--- config.mk ---
export PLATFORM = sky130hd
export DESIGN_NAME = dig_ct_pipe
export DESIGN_NICKNAME = d
export VERILOG_FILES = /design/src/rtl/dig_ct_pkg.sv /design/src/rtl/dig_ct_slot.sv /design/src/rtl/dig_ct_pipe.sv
export SDC_FILE = /design/constraint.sdc
export NUM_CORES = 1
export LEC_CHECK = 0
export CAP_MARGIN = 20
export CELL_PAD_IN_SITES_DETAIL_PLACEMENT = 1
export CELL_PAD_IN_SITES_GLOBAL_PLACEMENT = 2
export CORE_MARGIN = 4
export CORE_UTILIZATION = 31
export CTS_CLUSTER_SIZE = 14
export DETAILED_ROUTE_END_ITERATION = 10
export PLACE_DENSITY_LB_ADDON = 0.1
export SLEW_MARGIN = 5
export SYNTH_ARGS = -nofsm -noshare
export SYNTH_HDL_FRONTEND = slang
export SYNTH_HIERARCHICAL = 1
export SYNTH_SLANG_ARGS = --single-unit
export TNS_END_PERCENT = 50
--- constraint.sdc ---
create_clock -name clk -period 1.73 [get_ports clk]
set_input_delay 0.2595 -clock clk [delete_from_list [all_inputs] [get_ports clk]]
set_output_delay 0.2595 -clock clk [all_outputs]
set_load 0.03 [all_outputs]
--- src/rtl/dig_ct_pkg.sv ---
// Shared constants and per-bit logic functions for the dig_ct pipeline.
package dig_ct_pkg;

    localparam int WIDTH_DEF  = 8;
    localparam int STAGES_DEF = 2;
    localparam int CNT_W      = 16;

    function automatic logic ct_out1(input logic a, input logic b, input logic c);
        return ~(~(a | b) & c);
    endfunction

    function automatic logic ct_out2(input logic b, input logic c);
        return ~(b & c);
    endfunction

    function automatic logic ct_out3(input logic c, input logic d, input logic e);
        return ~d | c | e;
    endfunction

endpackage

--- src/rtl/dig_ct_slot.sv ---
// One pipeline register slot: a valid bit plus a data word, both loaded together.
module dig_ct_slot
    import dig_ct_pkg::*;
#(
    parameter int DW = 3 * WIDTH_DEF
) (
    input  logic          clk,
    input  logic          rst,
    input  logic          load,
    input  logic          valid_in,
    input  logic [DW-1:0] data_in,
    output logic          valid,
    output logic [DW-1:0] data
);

    // NOTE: state uses <= so every slot samples its neighbour's pre-edge value;
    // the data word is reset too, because downstream sees zeros straight after reset.
    always_ff @(posedge clk or posedge rst) begin
        if (rst) begin
            valid <= 1'b0;
            data  <= '0;
        end else if (load) begin
            valid <= valid_in;
            if (valid_in) begin
                data <= data_in;
            end
        end
    end

endmodule

--- src/rtl/dig_ct_pipe.sv ---
// Three-output bitwise logic block feeding a STAGES-deep valid/ready pipeline.
// Optional macro DIG_CT_PARITY_EN adds out_par (XOR of all result bits).
module dig_ct_pipe
    import dig_ct_pkg::*;
#(
    parameter int WIDTH  = WIDTH_DEF,
    parameter int STAGES = STAGES_DEF
) (
    input  logic             clk,
    input  logic             rst,
    input  logic [WIDTH-1:0] in1,
    input  logic [WIDTH-1:0] in2,
    input  logic [WIDTH-1:0] in3,
    input  logic [WIDTH-1:0] in4,
    input  logic [WIDTH-1:0] in5,
    input  logic             in_valid,
    output logic             in_ready,
    output logic [WIDTH-1:0] out1,
    output logic [WIDTH-1:0] out2,
    output logic [WIDTH-1:0] out3,
    output logic             out_valid,
    input  logic             out_ready,
    output logic [CNT_W-1:0] cnt
`ifdef DIG_CT_PARITY_EN
    ,
    output logic             out_par
`endif
);

`ifdef DIG_CT_PARITY_EN
    localparam int PAR_W = 1;
`else
    localparam int PAR_W = 0;
`endif
    localparam int DW = 3 * WIDTH + PAR_W;

    logic [WIDTH-1:0]  r1, r2, r3;
    logic [DW-1:0]     beat_d;
    logic [STAGES-1:0] slot_v;
    logic [STAGES-1:0] slot_ld;
    logic [DW-1:0]     slot_d [STAGES];

    always_comb begin
        r1 = '0;
        r2 = '0;
        r3 = '0;
        for (int i = 0; i < WIDTH; i++) begin
            r1[i] = ct_out1(in1[i], in2[i], in3[i]);
            r2[i] = ct_out2(in2[i], in3[i]);
            r3[i] = ct_out3(in3[i], in4[i], in5[i]);
        end
    end

`ifdef DIG_CT_PARITY_EN
    assign beat_d = {^{r1, r2, r3}, r3, r2, r1};
`else
    assign beat_d = {r3, r2, r1};
`endif

    // Slot k can load iff some slot at or after k is empty, or the consumer takes the last one.
    always_comb begin
        slot_ld = '0;
        for (int k = 0; k < STAGES; k++) begin
            slot_ld[k] = out_ready;
            for (int j = k; j < STAGES; j++) begin
                if (!slot_v[j]) begin
                    slot_ld[k] = 1'b1;
                end
            end
        end
    end

    for (genvar k = 0; k < STAGES; k++) begin : g_slot
        logic          v_in;
        logic [DW-1:0] d_in;
        if (k == 0) begin : g_first
            assign v_in = in_valid;
            assign d_in = beat_d;
        end else begin : g_next
            assign v_in = slot_v[k-1];
            assign d_in = slot_d[k-1];
        end
        dig_ct_slot #(.DW(DW)) u_slot (
            .clk      (clk),
            .rst      (rst),
            .load     (slot_ld[k]),
            .valid_in (v_in),
            .data_in  (d_in),
            .valid    (slot_v[k]),
            .data     (slot_d[k])
        );
    end

    assign in_ready          = slot_ld[0];
    assign out_valid         = slot_v[STAGES-1];
    assign {out3, out2, out1} = slot_d[STAGES-1][3*WIDTH-1:0];
`ifdef DIG_CT_PARITY_EN
    assign out_par = slot_d[STAGES-1][DW-1];
`endif

    always_ff @(posedge clk or posedge rst) begin
        if (rst) begin
            cnt <= '0;
        end else if (out_valid && out_ready) begin
            cnt <= cnt + CNT_W'(1);
        end
    end

endmodule

# Yosys cells after proc, flatten, opt, wreduce, memory -nomap -nowiden
# Cells that the tools add are included.
# word_totals
out_inout_bits	42
input_bits	44
register_bits	66
# classes
n_addsub	1
mux	3
reduce_logical	3
bitwise	72
# op_table
cell	count
NOT 1 bit	32
bitwise OR 1 bit	24
adder 16 x 1 -> 16 bit, second input constant	1
AND 1 bit	16
AND reduction 2 bit	2
two-way mux 1 bit	3
logical AND 1 bit	1

# Depth between registers and ports, before layout
# Gate-level depths: netlist of the first run.
# logic_depth
ltp_word	4
depth_mapped	5
mapped_depth_nobuf	5

# Modules after synthesis
# Netlist of the first run, hierarchy kept.
# by_module_without_submodules
module	cells_each	n_inst	seq_area_each_um2	area_each_um2
dig_ct_slot	55	2	625.6	1008.5
dig_ct_pipe	97	1	400.4	890.9

# Worst setup path before layout of the first run
# No wires, ideal clock.
# synth_timing
kind	reg-to-reg
from	reg g_slot[1].u_slot.valid
to	reg g_slot[0].u_slot.data[0]
setup_slack_ns	-0.176
t_arrival_ns	1.781
required_time_ns	1.605
synth_period_minus_slack_ns	1.906
path_stages_with_launch	5
cell_sequence	dfrtp_1 -> nand3b_1 -> nand2_2 -> buf_6 -> mux2_4
# synth_between
elab_chain_len	2
# synth_lines
element	line_no	rtl
start: declaration	dig_ct_slot.sv:12	output logic valid,
start signal: assignment	dig_ct_slot.sv:23	valid <= valid_in;
two-way mux 1 bit	dig_ct_pipe.sv:66	if (!slot_v[j]) begin
net in_ready	dig_ct_pipe.sv:17	output logic in_ready,
AND reduction 2 bit (no line)	n/a	
end signal: assignment	dig_ct_slot.sv:25	data <= data_in;
end: declaration	dig_ct_slot.sv:13	output logic [DW-1:0] data
# The timed path passes the listed nets, and every way through them passes these cells.
# A chain may end at the register's enable or synchronous reset.

# Final worst setup path of the first run
# layout_timing
from	reg g_slot[1].u_slot.data[4]
to	out out1[4]
# layout_rtl
element	line_no	rtl
start: declaration	dig_ct_slot.sv:13	
start signal: assignment	dig_ct_slot.sv:25	
end: declaration	dig_ct_pipe.sv:18	output logic [WIDTH-1:0] out1,
# No word-level cell between the ends.

==> results of run 1 <==
[power groups by stage]
stage          registers [µW]  logic (µW)  clock network (µW)
6_report                 1970        1330                1120
5_1_grt                  2000        1420                1240
4_1_cts                  1970        1360                1160
3_5_place_dp             2000        1390                   0
3_3_place_gp             1990        1370                   0
2_1_floorplan            2290         462                   0
[routing by layer]
metal	vias up	GRT usage, %	routed length, µm
li1	906	-	-
met1	976	14.8	2690
met2	42	22.7	3530
met3	8	4.82	342
met4	0	3.37	74
met5	-	0	0
[cell families after synthesis]
kind of cell	after synthesis
mux	49
compound gates	2
buf+inv	11
xor+xnor	15
flops	66
fa+ha+maj	1
simple gates	63
[how the worst max path moves through the flow]
stage,start,endpoint,cells after the start
2_1_floorplan,g_slot[1].u_slot/valid,g_slot[0].u_slot/data[0],4
4_1_cts,cnt[8],cnt[8],1
6_report,g_slot[1].u_slot/data[4],out1[4],1
3_3_place_gp,out_ready,cnt[13],6
3_5_place_dp,out_ready,cnt[13],6
5_1_grt,cnt[0],cnt[12],5
[per-stage QoR]
stage               TNS (ns)  setup slack (ns)  cells  instance area, µm²  total power [µW]
finish                     0            0.0631    426                4140              4410
global route               0          0.000818    426                4140              4660
CTS                        0           0.00714    426                4120              4490
detailed placement     -1.63            -0.122    410                3970              3390
global placement       -1.34            -0.117    410                3970              3360
floorplan                  0           0.00866    207                2910              2750
[state kept, by name, indices dropped and copies added, names as in the netlist]
| register | flops |
|---|---|
| cnt | 16 |
| g_slot.u_slot/valid | 2 |
| g_slot.u_slot/data | 48 |
[area by class of cell]
cell class,count,area [µm²],share of cell area [%]
timing repair buffer,96,968,23.4
multi-input combinational,130,1180,28.7
tap,111,139,3.36
clock buffer,13,149,3.60
clock inverter,3,15.0,0.363
sequential,66,1650,40.0
inverter,7,26.3,0.635
[synth_stat cells (2+ instances only)]
cell type  count  area share, %
mux2_2        11            4.3
nand2_2        2           0.43
mux2_4        38             20
nand3_1        3           0.52
or3b_2         8            2.4
dfrtp_1       66             57
nor2_2         2           0.43
inv_1          7           0.90
nand4_1        4           0.86
xnor2_1       10            3.0
o21ai_0        2           0.34
xor2_1         5            1.5
buf_6          4            1.5
nor2_1        14            1.8
nand2_1       22            2.8
==> results.toml, run 1 <==
[sta]
worst_hold_slack_ns = 0.290
clock.fmax_mhz = 600
period_needed_ns = 1.67
drv_slew = 0
rsz0062_at_grt = "no"
max_slew.worst_pin.slew_ns = 0.350
slew-limit-headroom_pct = 76.6
worst_clock_skew_ns = 0.00836
layout_worst_path_cycle_share_pct = 96.4
report.final.setup_viol = 0
final_hold_viol_count = 0

[floorplan]
die_x_um = 105
die_footprint_um2 = 11000
floorplan.initialDensity_pct = 31.6
row_count = 35
fp.coreArea_um2 = 9200
top_level_ports = 86
die_height_um = 105

[clock_tree]
cts.reportedPaths.clkPinSlew_ns = 0.07
clockBufferDepth = 2
clk_root_buffer_cell = "clkbuf_8"
ctsHtreeMaxLevel = 3
tritoncts_num_sinks = 66
ctsHoldBuffers = 0
post-cts-setup-buffers = 0
tritoncts.num_buffers = 9
tritoncts = "yes"
post_cts_resized = 10
clk_latency_ns = 0.34

[worst_setup_path]
regToRegEndpoint = "cnt[12]"
timing.critical_path.slowest_stage_cell = "clkdlybuf4s50_1"
crit_chain = "clkdlybuf4s50_1"
cpPeakStageDelay_ns = 0.69
critical_path_arrival_ns = 1.41
cp-start-kind = "register"
worstSetupEndpointType = "primary output"
cp_num_buf_inv = 1
timing.rr.start = "cnt[0]"
critical-path-top-delay-family = "buffers and inverters"
worst_path_fanout_max = 2
critPathKind = "reg -> out"
regToRegSetupSlack_ns = 0.12
r2r.worst_path.cells = 5
worstPathRequired_ns = 1.47

[yosys]
post_synth_instance_area_um2 = 2910
synth-seq-area-share_pct = 56.8
syn_inst = 207
yosys_register_bits = 66
synth-main-ff-cell = "dfrtp_1"
synth_top_family_by_area = "multiplexers"
synth.avg_cell_area_um2 = 14.0
ys_types = 24
synthAdderAreaFrac_pct = 0.430
ys_warn_count = 6
synth_compound_gate_area_share_pct = 0.344
edff_count_synth = 0
synth-xor-area-share_pct = 4.52
synth_mux_area_share_pct = 23.9
synth_async_sr_flop_share_pct = 100
yosys.area_share.simple_pct = 11.6
synth_fp_nets = 252

[power]
power_frac_seq_pct = 44.6
cellInternalPower_uw = 3000
switching_share_pct = 32.0
power.net_switching_uw = 1410
power.ir.vdd_worst_uv = 462
powerDensity_nw_per_um2 = 1070
power_frac_clock_pct = 25.3
comb_power_share_pct = 30.2
cellLeakagePower_uw = 0.00186

[route]
total_wirelength_of_the_detailed_routed_design_um = 6650
routed_wire_length_per_instance_um = 15.6
routed-via-count = 1932
initialDrtViolationCount = 26
vias_per_cell = 4.54
antenna_violation_net_count_after_detailed_routing = 0
detailedRoute.firstPassIterationCount = 4
detail_route.drc_violations = 0

[grt]
first_pass_grt_wire_length_um = 11100
number_of_global_route_vias_before_repair = 2146
global_route.overflow_total = 0
grt.total_usage_pct = 13.0
largest_net_degree_at_the_start_of_global_routing = 26
grt_antenna_before_repair = 0

[hold_path]
hold_path_class = "in -> async"

[job]
number_of_max_capacitance_violations_reported = 0

[finish]
most_common_library_cell_in_the_layout_ignoring_fill_and_taps = "clkdlybuf4s50_1"
antenna_cell_count = 0
drive_gt1_share_pct = 28.9
flow.area_growth_from_synthesis_pct = 42.2
final_nets = 355
layout.filler_cells = 982
final_core_utilization_pct = 45.0
most-common-layout-cells = "clkdlybuf4s50_1, dfrtp_1, mux2_4"

[place]
place.detailed.hpwl_um = 5010
placement.io_buffers = 85
routability_cong = 0.708

[status]
outcome = "finished, final reports clean"
Power figures use the tool's default switching activity.
==> run 2, diff against run 1 <==
Settings changed: GPL_TIMING_DRIVEN set to 0.
==> run 2 against run 1 <==
Via count is 1.9% lower. Register-to-register slack better by 0.03 ns. Combinational power hardly changed. Largest power group unchanged.
==> results.toml, run 2 (same netlist as run 1, synthesis figures left out) <==
[status]
outcome = "finished, final reports clean"

[route]
vias_per_cell = 4.50
antenna_violation_net_count_after_detailed_routing = 0
routed-via-count = 1896
total_wirelength_of_the_detailed_routed_design_um = 6730
detailedRoute.firstPassIterationCount = 4
routed_wire_length_per_instance_um = 16.0
detail_route.drc_violations = 0
initialDrtViolationCount = 27

[grt]
first_pass_grt_wire_length_um = 10900
largest_net_degree_at_the_start_of_global_routing = 17
number_of_global_route_vias_before_repair = 2059
grt_antenna_before_repair = 0
grt.total_usage_pct = 13.0
global_route.overflow_total = 0

[worst_setup_path]
critPathKind = "reg -> out"
worstSetupEndpointType = "primary output"
regToRegEndpoint = "cnt[12]"
worst_path_fanout_max = 2
worstPathRequired_ns = 1.47
cp-start-kind = "register"
critical-path-top-delay-family = "buffers and inverters"
timing.critical_path.slowest_stage_cell = "clkdlybuf4s50_1"
setup.worst_path.start = "g_slot[1].u_slot/data[8]"
r2r.worst_path.cells = 5
timing.rr.start = "cnt[0]"
cp_num_buf_inv = 1
crit_chain = "clkdlybuf4s50_1"
cpPeakStageDelay_ns = 0.72
critical_path_arrival_ns = 1.42
regToRegSetupSlack_ns = 0.15

[clock_tree]
clk_root_buffer_cell = "clkbuf_8"
tritoncts = "yes"
ctsHtreeMaxLevel = 3
clk_latency_ns = 0.34
ctsHoldBuffers = 0
cts.reportedPaths.clkPinSlew_ns = 0.08
tritoncts.num_buffers = 9
clockBufferDepth = 2
tritoncts_num_sinks = 66

[floorplan]
die_footprint_um2 = 11000
top_level_ports = 86
die_x_um = 105
fp.coreArea_um2 = 9200
die_height_um = 105
row_count = 35
floorplan.initialDensity_pct = 31.6

[sta]
report.final.setup_viol = 0
rsz0062_at_grt = "no"
final_hold_viol_count = 0
clock.fmax_mhz = 597
worst_clock_skew_ns = 0.00870
drv_slew = 0
period_needed_ns = 1.68
layout_worst_path_cycle_share_pct = 96.8
slew-limit-headroom_pct = 55.6
max_slew.worst_pin.slew_ns = 0.666
worst_hold_slack_ns = 0.335

[place]
placement.io_buffers = 85
placedInstanceArea_um2 = 3950
routability_cong = 0.730
place.detailed.hpwl_um = 5100

[finish]
largest_registers = "g_slot.u_slot/data: 48 flops, cnt: 16 flops, g_slot.u_slot/valid: 2 flops"
most_common_library_cell_in_the_layout_ignoring_fill_and_taps = "clkdlybuf4s50_1"
drive_gt1_share_pct = 28.7
regMostFlops = "g_slot.u_slot/data"
flow.area_growth_from_synthesis_pct = 43.1
antenna_cell_count = 0
final_nets = 350
stdcell_area_um2 = 4160
most-common-layout-cells = "clkdlybuf4s50_1, dfrtp_1, mux2_4"
largest_reg_flops = 48

[hold_path]
hold_path_class = "in -> async"

[power]
powerDensity_nw_per_um2 = 1100
cellLeakagePower_uw = 0.00186
power.ir.vdd_worst_uv = 351

[job]
number_of_max_capacitance_violations_reported = 0
==> run 2: cell types whose count changed in the layout (fill, tap and decap cells not counted), moves of 2 or more <==
cell and delta:
buf_4 -9, buf_6 +4, buf_12 -3, buf_16 +2, clkbuf_1 -2
==> run 2: worst max-delay path by stage <==
stage,to,slack (ns),depth (start not counted)
final,out2[0],0.05,1
after global routing,cnt[1],0.001,1
after CTS,cnt[4],0.004,1
after detailed placement,cnt[13],-0.35,5
after global placement,cnt[13],-0.31,5
after floorplan,g_slot[0].u_slot/data[0],0.009,4
==> run 2: report_power, final <==
group	leakage [µW]	switching (µW)	total (µW)	internal, µW
registers	0.000699	185	1950	1770
clock network	0.000103	581	1280	701
logic	0.00106	662	1330	666
==> run 2: cell type report <==
type,instances,area [µm²]
fill,983,5040
sequential,66,1650
multi-input combinational,130,1190
timing repair buffer,87,911
clock buffer,11,141
tap,111,139
clock inverter,5,53.8
buffer,4,45.0
inverter,7,26.3
==> run 2: timing repair <==
item                       CTS  global route
buffers inserted             0             0
setup endpoints to repair   11             6
resized for setup           13             6
pin swaps                    0             0
==> run 2: metrics by stage <==
step                      setup TNS (ns)  power, µW  util, %  worst slack, ns  cells
after global routing                   0       4820     45.2          0.00143    421
after global placement             -8.99       3330     42.4           -0.314    403
final                                  0       4560     45.2           0.0549    421
after CTS                              0       4650     45.1          0.00352    421
after floorplan                        0       2750        -          0.00866    207
after detailed placement           -9.62       3370     43.0           -0.352    405
==> run 2: routing by layer <==
metal	part of all wire, %	track usage (%)	up-vias
li1	-	-	893
met1	39	14.7	953
met2	55	23.0	46
met3	5.0	4.76	4
met4	0.82	3.37	0
met5	0	0	-
==> run 3, diff against run 2 <==
Settings changed: PLACE_DENSITY set to 0.81, PLACE_DENSITY_LB_ADDON 0.1 to not set.
==> run 3 against run 2 <==
Register-to-register slack hardly changed. Critical path type unchanged. Clock power is 5% lower. Largest power group unchanged. Largest cell class unchanged. Critical endpoint is now cnt[13]. Highest routed layer unchanged. Routed wire length is 2.1% lower.
==> results.toml, run 3 (same netlist as run 1, synthesis figures left out) <==
[clock_tree]
clk_latency_ns = 0.33
tritoncts = "yes"
tritoncts.num_buffers = 9
cts.reportedPaths.clkPinSlew_ns = 0.07
clockBufferDepth = 2
ctsHtreeMaxLevel = 3
clk_root_buffer_cell = "clkbuf_8"
post-cts-setup-buffers = 0
tritoncts_num_sinks = 66

[finish]
largest_reg_flops = 48
final_core_utilization_pct = 45.0
flow.area_growth_from_synthesis_pct = 42.4
regMostFlops = "g_slot.u_slot/data"
most_common_library_cell_in_the_layout_ignoring_fill_and_taps = "clkdlybuf4s50_1"
drive_gt1_share_pct = 28.8
final_nets = 350
most-common-layout-cells = "clkdlybuf4s50_1, dfrtp_1, mux2_4"
antenna_cell_count = 0
largest_registers = "g_slot.u_slot/data: 48 flops, cnt: 16 flops, g_slot.u_slot/valid: 2 flops"
stdcell_area_um2 = 4140

[grt]
grt_use_met2_pct = 20.3
grt_antenna_before_repair = 0
first_pass_grt_wire_length_um = 10800
grt.total_usage_pct = 12.7
top_usage_layer = "met2"
grt.met1_usage_pct = 15.1
largest_net_degree_at_the_start_of_global_routing = 26
global_route.overflow_total = 0
grt.met3_usage_pct = 5.00
number_of_global_route_vias_before_repair = 2050

[sta]
max_slew.worst_pin.slew_ns = 0.627
report.final.setup_viol = 0
worst_clock_skew_ns = 0.00668
drv_slew = 0
clock.fmax_mhz = 604
layout_worst_path_cycle_share_pct = 95.7
final_hold_viol_count = 0
rsz0062_at_grt = "no"
period_needed_ns = 1.65
slew-limit-headroom_pct = 58.2

[worst_setup_path]
timing.critical_path.slowest_stage_cell = "clkdlybuf4s50_1"
worstPathRequired_ns = 1.47
cpPeakStageDelay_ns = 0.69
critical-path-top-delay-family = "buffers and inverters"
cp_num_buf_inv = 1
critical_path_arrival_ns = 1.40
worstSetupEndpointType = "primary output"
cp-start-kind = "register"
critPathKind = "reg -> out"
crit_chain = "clkdlybuf4s50_1"
worst_path_fanout_max = 3

[floorplan]
die_footprint_um2 = 11000
die_x_um = 105
row_count = 35
top_level_ports = 86
die_height_um = 105
floorplan.initialDensity_pct = 31.6
fp.coreArea_um2 = 9200

[route]
total_wirelength_of_the_detailed_routed_design_um = 6590
antenna_violation_net_count_after_detailed_routing = 0
routed_wire_length_per_instance_um = 15.7
detailedRoute.firstPassIterationCount = 2
detail_route.drc_violations = 0
initialDrtViolationCount = 19
routed-via-count = 1915
vias_per_cell = 4.56

[place]
place.detailed.hpwl_um = 4870
placedInstanceArea_um2 = 3900
placement.io_buffers = 85
routability_cong = 0.718

[status]
outcome = "finished, final reports clean"

[hold_path]
hold_path_class = "in -> async"

[job]
number_of_max_capacitance_violations_reported = 0

[power]
powerDensity_nw_per_um2 = 1090
cellLeakagePower_uw = 0.00183
power.ir.vdd_worst_uv = 418
==> run 3: path summary, 6_finish.rpt <==
| check | end | from | cells past startpoint | slack (ns) |
|---|---|---|---|---|
| worst max-delay path | cnt[13] | cnt[13] | 1 | 0.08 |
| worst min-delay path | g_slot[0].u_slot/data[7] | rst | 2 | 0.31 |
| worst max register to register | cnt[12] | cnt[0] | 5 | 0.15 |
| worst min register to register | cnt[15] | cnt[15] | 1 | 0.47 |
| max in group asynchronous | g_slot[1].u_slot/valid | rst | 3 | 0.89 |
| min in group clk | cnt[15] | cnt[15] | 1 | 0.47 |
==> run 3: per-layer routing <==
metal | up-vias | wire, µm
met1 | 953 | 2790
met4 | 0 | 135
li1 | 894 | -
met5 | - | 0
met3 | 11 | 511
met2 | 57 | 3160
==> run 3: area by class of cell <==
cell class / instances / area [µm²]
plain buffers: 4 / 45.0
clock buffers: 13 / 179
clock inverters: 2 / 10.0
fillers: 1000 / 5050
inverters: 7 / 26.3
multi-input cells: 130 / 1190
flip-flops and latches: 66 / 1650
well taps: 111 / 139
repair buffers: 87 / 898
==> run 3: power by group <==
| group | switching (µW) | internal [µW] |
|---|---|---|
| clock | 553 | 665 |
| sequential | 190 | 1770 |
| combinational | 665 | 660 |
==> run 3: timing repair <==
action,CTS,global route
endpoints found under the setup margin,11,6
gates resized for setup,12,6
hold buffers,0,0
==> run 3: per-stage QoR <==
step	TNS [ns]	std cells	power (µW)	hold slack [ns]	setup WS, ns
2_1_floorplan	0	207	2750	0.173	0.00866
3_3_place_gp	-7.95	403	3330	0.459	-0.279
3_5_place_dp	-7.69	403	3360	0.464	-0.269
4_1_cts	0	418	4560	0.394	0.00538
5_1_grt	0	420	4760	0.342	0.00380
6_report	0	420	4500	0.313	0.0751
==> RTL edit 1, RTL diff (config.mk and constraints of run 2) <==
Build with the macro `DIG_CT_PARITY_EN` defined.
--- a/src/rtl/dig_ct_pipe.sv
+++ b/src/rtl/dig_ct_pipe.sv
@@ -2,2 +2,4 @@
 // Optional macro DIG_CT_PARITY_EN adds out_par (XOR of all result bits).
+`define DIG_CT_PARITY_EN
+
 module dig_ct_pipe
Check against the original RTL (old outputs only; new: out_par): equivalent (equiv_simple and equiv_induct, registers matched by name and starting in step).
==> RTL edit 1 against run 2 <==
The run now ends with negative setup slack left; setup slack worse by 180 ps; sequential cell count rose by 2; power increased by 16%; fmax fell by 9.5%; design area increased by 14%; routed wire length up 18%; utilization grew 2.4 points; area after synthesis rose by 10%.
==> RTL edit 1: results <==
[timing]
finClkSkew_ps = 10.9
finalSetupViolations = 1
fin_tns_setup_ps = -122
worstMarginPinSlew_ps = 648
setup_slack_ps = -122

[cells_and_area]
num-multi-input-gates = 143
multi_input_area_share = 0.330
layout.nonclk_buf_frac = 0.214
seq_share = 0.361
nFlopsAndLatches = 68
layout-drive-gt1-share = 0.382
clock_buffers = 10
finish.net_count = 380
final-clk-cell-share = 0.0509
nFillCells = 1055
inverters = 11
reg_top3 = "g_slot.u_slot/data (50), cnt (16), g_slot.u_slot/valid (2)"
signal_buffers = 102

[grt]
grt_pass1_wl_um = 13000
met3_usage = 0.0317
grt_max_degree = 19
met2_usage = 0.219
grt_pass1_vias = 2327
grt_use_total = 0.143
met1_usage = 0.198

[worst_setup_path]
critPathTopFamily = "XOR/XNOR gates"
cp_slowest_cell = "xnor3_1"
worstPathMaxFanout = 2
cpPeakStageDelay_ps = 430

[drt]
drtIter0Drc = 43
routed-wl-met3_um = 364
viasPerCell = 4.41
first_pass_iters = 4
wl_met1_um = 3700
drt_wl_total_um = 7920
wl_met2_um = 3760
maxUsedRoutingLayer = "met4"

[status]
violations = "negative setup slack"
status = "complete, but fails checks"

[clock_network]
clock-root-buffer = "clkbuf_8"
cts_max_path_buffers = 2
htreeDepth = 3
clk_pin_slew_ps = 70

[synthesis]
synthesis.nets = 271
yosysSeqAreaShare = 0.531
ys_types = 28
synthTopCellsByCount = "dfrtp_1 (68), mux2_4 (38), nand2_1 (18), xnor2_1 (18), mux2_2 (13)"
synth.area.top_cells = "dfrtp_1 (53%), mux2_4 (18%), xnor2_1 (4.9%), mux2_2 (4.6%), xor2_1 (2.7%)"

[power]
leakagePower_nw = 2.27
swShare = 0.306
max-vdd-ir-drop_v = 0.000490

[worst_hold_path]
worstHoldPathType = "input port to register"

[placement]
place_congestion = 0.676
dpl.hpwl_um = 6000
portBuffers = 86
==> RTL edit 1: cell count changes after synthesis, sizes merged, moves of 5 or more <==
cell          run 2  this run
xor2              5        10
xnor2            10        18
nand2            25        20
nor2             16         7
==> RTL edit 1: final timing paths <==
kind                       startpoint                   endpoint  slack (ps)  cells after the start
max                            in1[2]  g_slot[0].u_slot/data[24]        -120                      7
min                            in5[5]  g_slot[0].u_slot/data[21]         270                      3
max reg2reg                    cnt[0]                    cnt[12]          90                      6
min reg2reg                   cnt[15]                    cnt[15]         470                      1
max in group asynchronous         rst                     cnt[3]         910                      2
min in group asynchronous         rst  g_slot[0].u_slot/data[10]         290                      2
==> RTL edit 1: cells by family (layout without fill, tap and decap cells) <==
group	count (synthesis)	in the layout	synth area share
simple gates	56	56	0.0991
xor+xnor	33	33	0.112
flops	68	68	0.531
mux	51	51	0.224
compound gates	2	2	0.00312
fa+ha+maj	1	1	0.00390
buf+inv	15	129	0.0269
==> RTL edit 1: power by group through the flow <==
stage          clock network (W)  registers (W)  logic [W]
4_1_cts                  0.00163        0.00205    0.00162
3_5_place_dp                   0        0.00208    0.00163
2_1_floorplan                  0        0.00240   0.000636
3_3_place_gp                   0        0.00207    0.00159
6_report                 0.00159        0.00204    0.00166
5_1_grt                  0.00171        0.00209    0.00177
==> RTL edit 1: timing repair <==
item	in CTS	in global routing
resized for setup	73	51
endpoints found under the setup margin	13	13
endpoints found under the hold margin	0	0
pin swaps	11	19
setup buffers	3	7
==> RTL edit 1: per-stage QoR <==
step,setup slack (ps),instances,power [W],area [um^2],hold slack (ps)
floorplan,-220,226,0.00304,3210,173
global placement,-975,445,0.00366,4240,461
detailed placement,-1010,447,0.00370,4300,469
CTS,-285,466,0.00530,4580,251
global route,-189,473,0.00558,4720,269
finish,-122,473,0.00529,4720,272
==> RTL edit 2, RTL diff (config.mk and constraints of run 2) <==
Without the edit above. Make the reset (`rst`) synchronous in 2 clocked blocks.
--- a/src/rtl/dig_ct_slot.sv
+++ b/src/rtl/dig_ct_slot.sv
@@ -17,3 +17,3 @@
     // the data word is reset too, because downstream sees zeros straight after reset.
-    always_ff @(posedge clk or posedge rst) begin
+    always_ff @(posedge clk) begin
         if (rst) begin
--- a/src/rtl/dig_ct_pipe.sv
+++ b/src/rtl/dig_ct_pipe.sv
@@ -100,3 +100,3 @@
 
-    always_ff @(posedge clk or posedge rst) begin
+    always_ff @(posedge clk) begin
         if (rst) begin
Check against the original RTL: differs if rst is asserted again (counterexample within 4 cycles, from zero or initial values and one cycle with rst high); with rst held inactive, the same outputs for 10 cycles.
==> RTL edit 2 against run 2 <==
Utilization shrank 1.6 points; area after synthesis grew 6.6%; routed wire length grew 35%; sequential cell count is the same; fmax grew 0.17%; critical path depth is the same; setup slack gained 2.8 ps; synthesized cell count grew 67%; design area grew 2.5%; cell count grew 37%.
Power is not compared: it rests on default switching activity, and its combinational part moved more than twofold at a synthesized area within 25%.
==> RTL edit 2: results <==
[status]
status = "finished, final reports clean"

[drt]
wl_met2_um = 4320
wl_met1_um = 4100
routed-wl-met3_um = 555
drt_wl_total_um = 9070
vias = 2746
drtIter0Drc = 50

[grt]
grt_max_degree = 11
grt_use_total = 0.163
met2_usage = 0.280
grt_pass1_vias = 2928
met1_usage = 0.199
grt_pass1_wl_um = 14800
met3_usage = 0.0454

[worst_setup_path]
reg2reg_slack_ps = 160
critPathTopFamily = "buffers and inverters"
cp-endpoint = "cnt[9]"
cp_slowest_cell = "clkdlybuf4s50_1"
reg2reg_depth = 4
r2r-end = "cnt[14]"
rr_startpoint = "cnt[0]"
worstPathMaxFanout = 3
startpoint = "cnt[9]"
cpPeakStageDelay_ps = 690

[synthesis]
synth.area.top_cells = "dfxtp_1 (43%), a21bo_1 (13%), nand3_1 (8.4%), a21oi_1 (8.1%), nor2_1 (3.0%)"
synth-main-ff-cell = "dfxtp_1"
synth-xor-area-share = 0.0339
yosys_warnings = 6
ys_types = 33
synthArstFlopShare = 0
synthesis.nets = 391
muxShareOfSynthArea = 0.0113
yosysSeqAreaShare = 0.426
synthAdderAreaFrac = 0.00404
synthTopCellsByCount = "dfxtp_1 (66), nand3_1 (52), a21oi_1 (50), a21bo_1 (40), nor2_1 (25)"
synth_compound_area_frac = 0.240

[placement]
place_congestion = 0.735
portBuffers = 82
dpl.hpwl_um = 7070

[timing]
max_slew_margin = 0.675
finClkSkew_ps = 8.45

[clock_network]
clk_latency_ps = 340
ctsResizeCount = 12
htreeDepth = 3
cts-buffers-inserted = 9
postCtsSetupBuffers = 0

[cells_and_area]
nFillCells = 1185
layout-drive-gt1-share = 0.146
finish.net_count = 484
reg_top3 = "g_slot.u_slot/data (48), cnt (16), g_slot.u_slot/valid (2)"

[worst_hold_path]
worstHoldPathType = "input port to register"

[power]
leakagePower_nw = 1.69
max-vdd-ir-drop_v = 0.000291
==> RTL edit 2: cell types whose count changed in the layout (fill, tap and decap cells not counted), sizes merged, moves of 10 or more <==
cell,change
buf,+22
dfrtp,-66
dfxtp,+66
a21oi,+50
a21bo,+48
nand3,+50
mux2,-48
nor2,+10
==> RTL edit 2: worst min-delay path by stage <==
| stage | to | slack (ps) | depth (start not counted) | startpoint |
|---|---|---|---|---|
| floorplan | g_slot[1].u_slot/data[21] | 440 | 2 | g_slot[0].u_slot/data[21] |
| global placement | g_slot[1].u_slot/data[15] | 470 | 2 | g_slot[0].u_slot/data[15] |
| detailed placement | g_slot[1].u_slot/data[21] | 470 | 2 | g_slot[0].u_slot/data[21] |
| CTS | g_slot[0].u_slot/data[9] | 260 | 3 | in_valid |
| global route | g_slot[0].u_slot/data[10] | 260 | 3 | in_valid |
| finish | g_slot[0].u_slot/data[9] | 260 | 3 | in_valid |
==> RTL edit 2: layout make-up <==
cell class                 count  area, um^2  share of cell area
multi-input combinational    248        1600               0.375
sequential                    66        1320               0.310
timing repair buffer          82         815               0.191
buffer                        30         175              0.0411
tap                          133         166              0.0390
clock buffer                  13         139              0.0326
clock inverter                 3        40.0             0.00939
inverter                       2        7.51             0.00176
==> RTL edit 2: power breakdown <==
group          switching [W]  internal [W]  total [W]
registers          0.0000350       0.00158    0.00162
logic               0.000206      0.000222   0.000429
clock network       0.000578      0.000664    0.00124
==> RTL edit 2: per-stage QoR <==
step                      cell area, um^2  std cells  setup WS (ps)  total power [W]
after global routing                 4270        577           3.21          0.00345
final                                4270        577           57.7          0.00329
after detailed placement             4090        561           61.1          0.00208
after CTS                            4260        577          0.171          0.00334
after floorplan                      3100        346           26.3          0.00188
after global placement               4090        561           67.4          0.00208
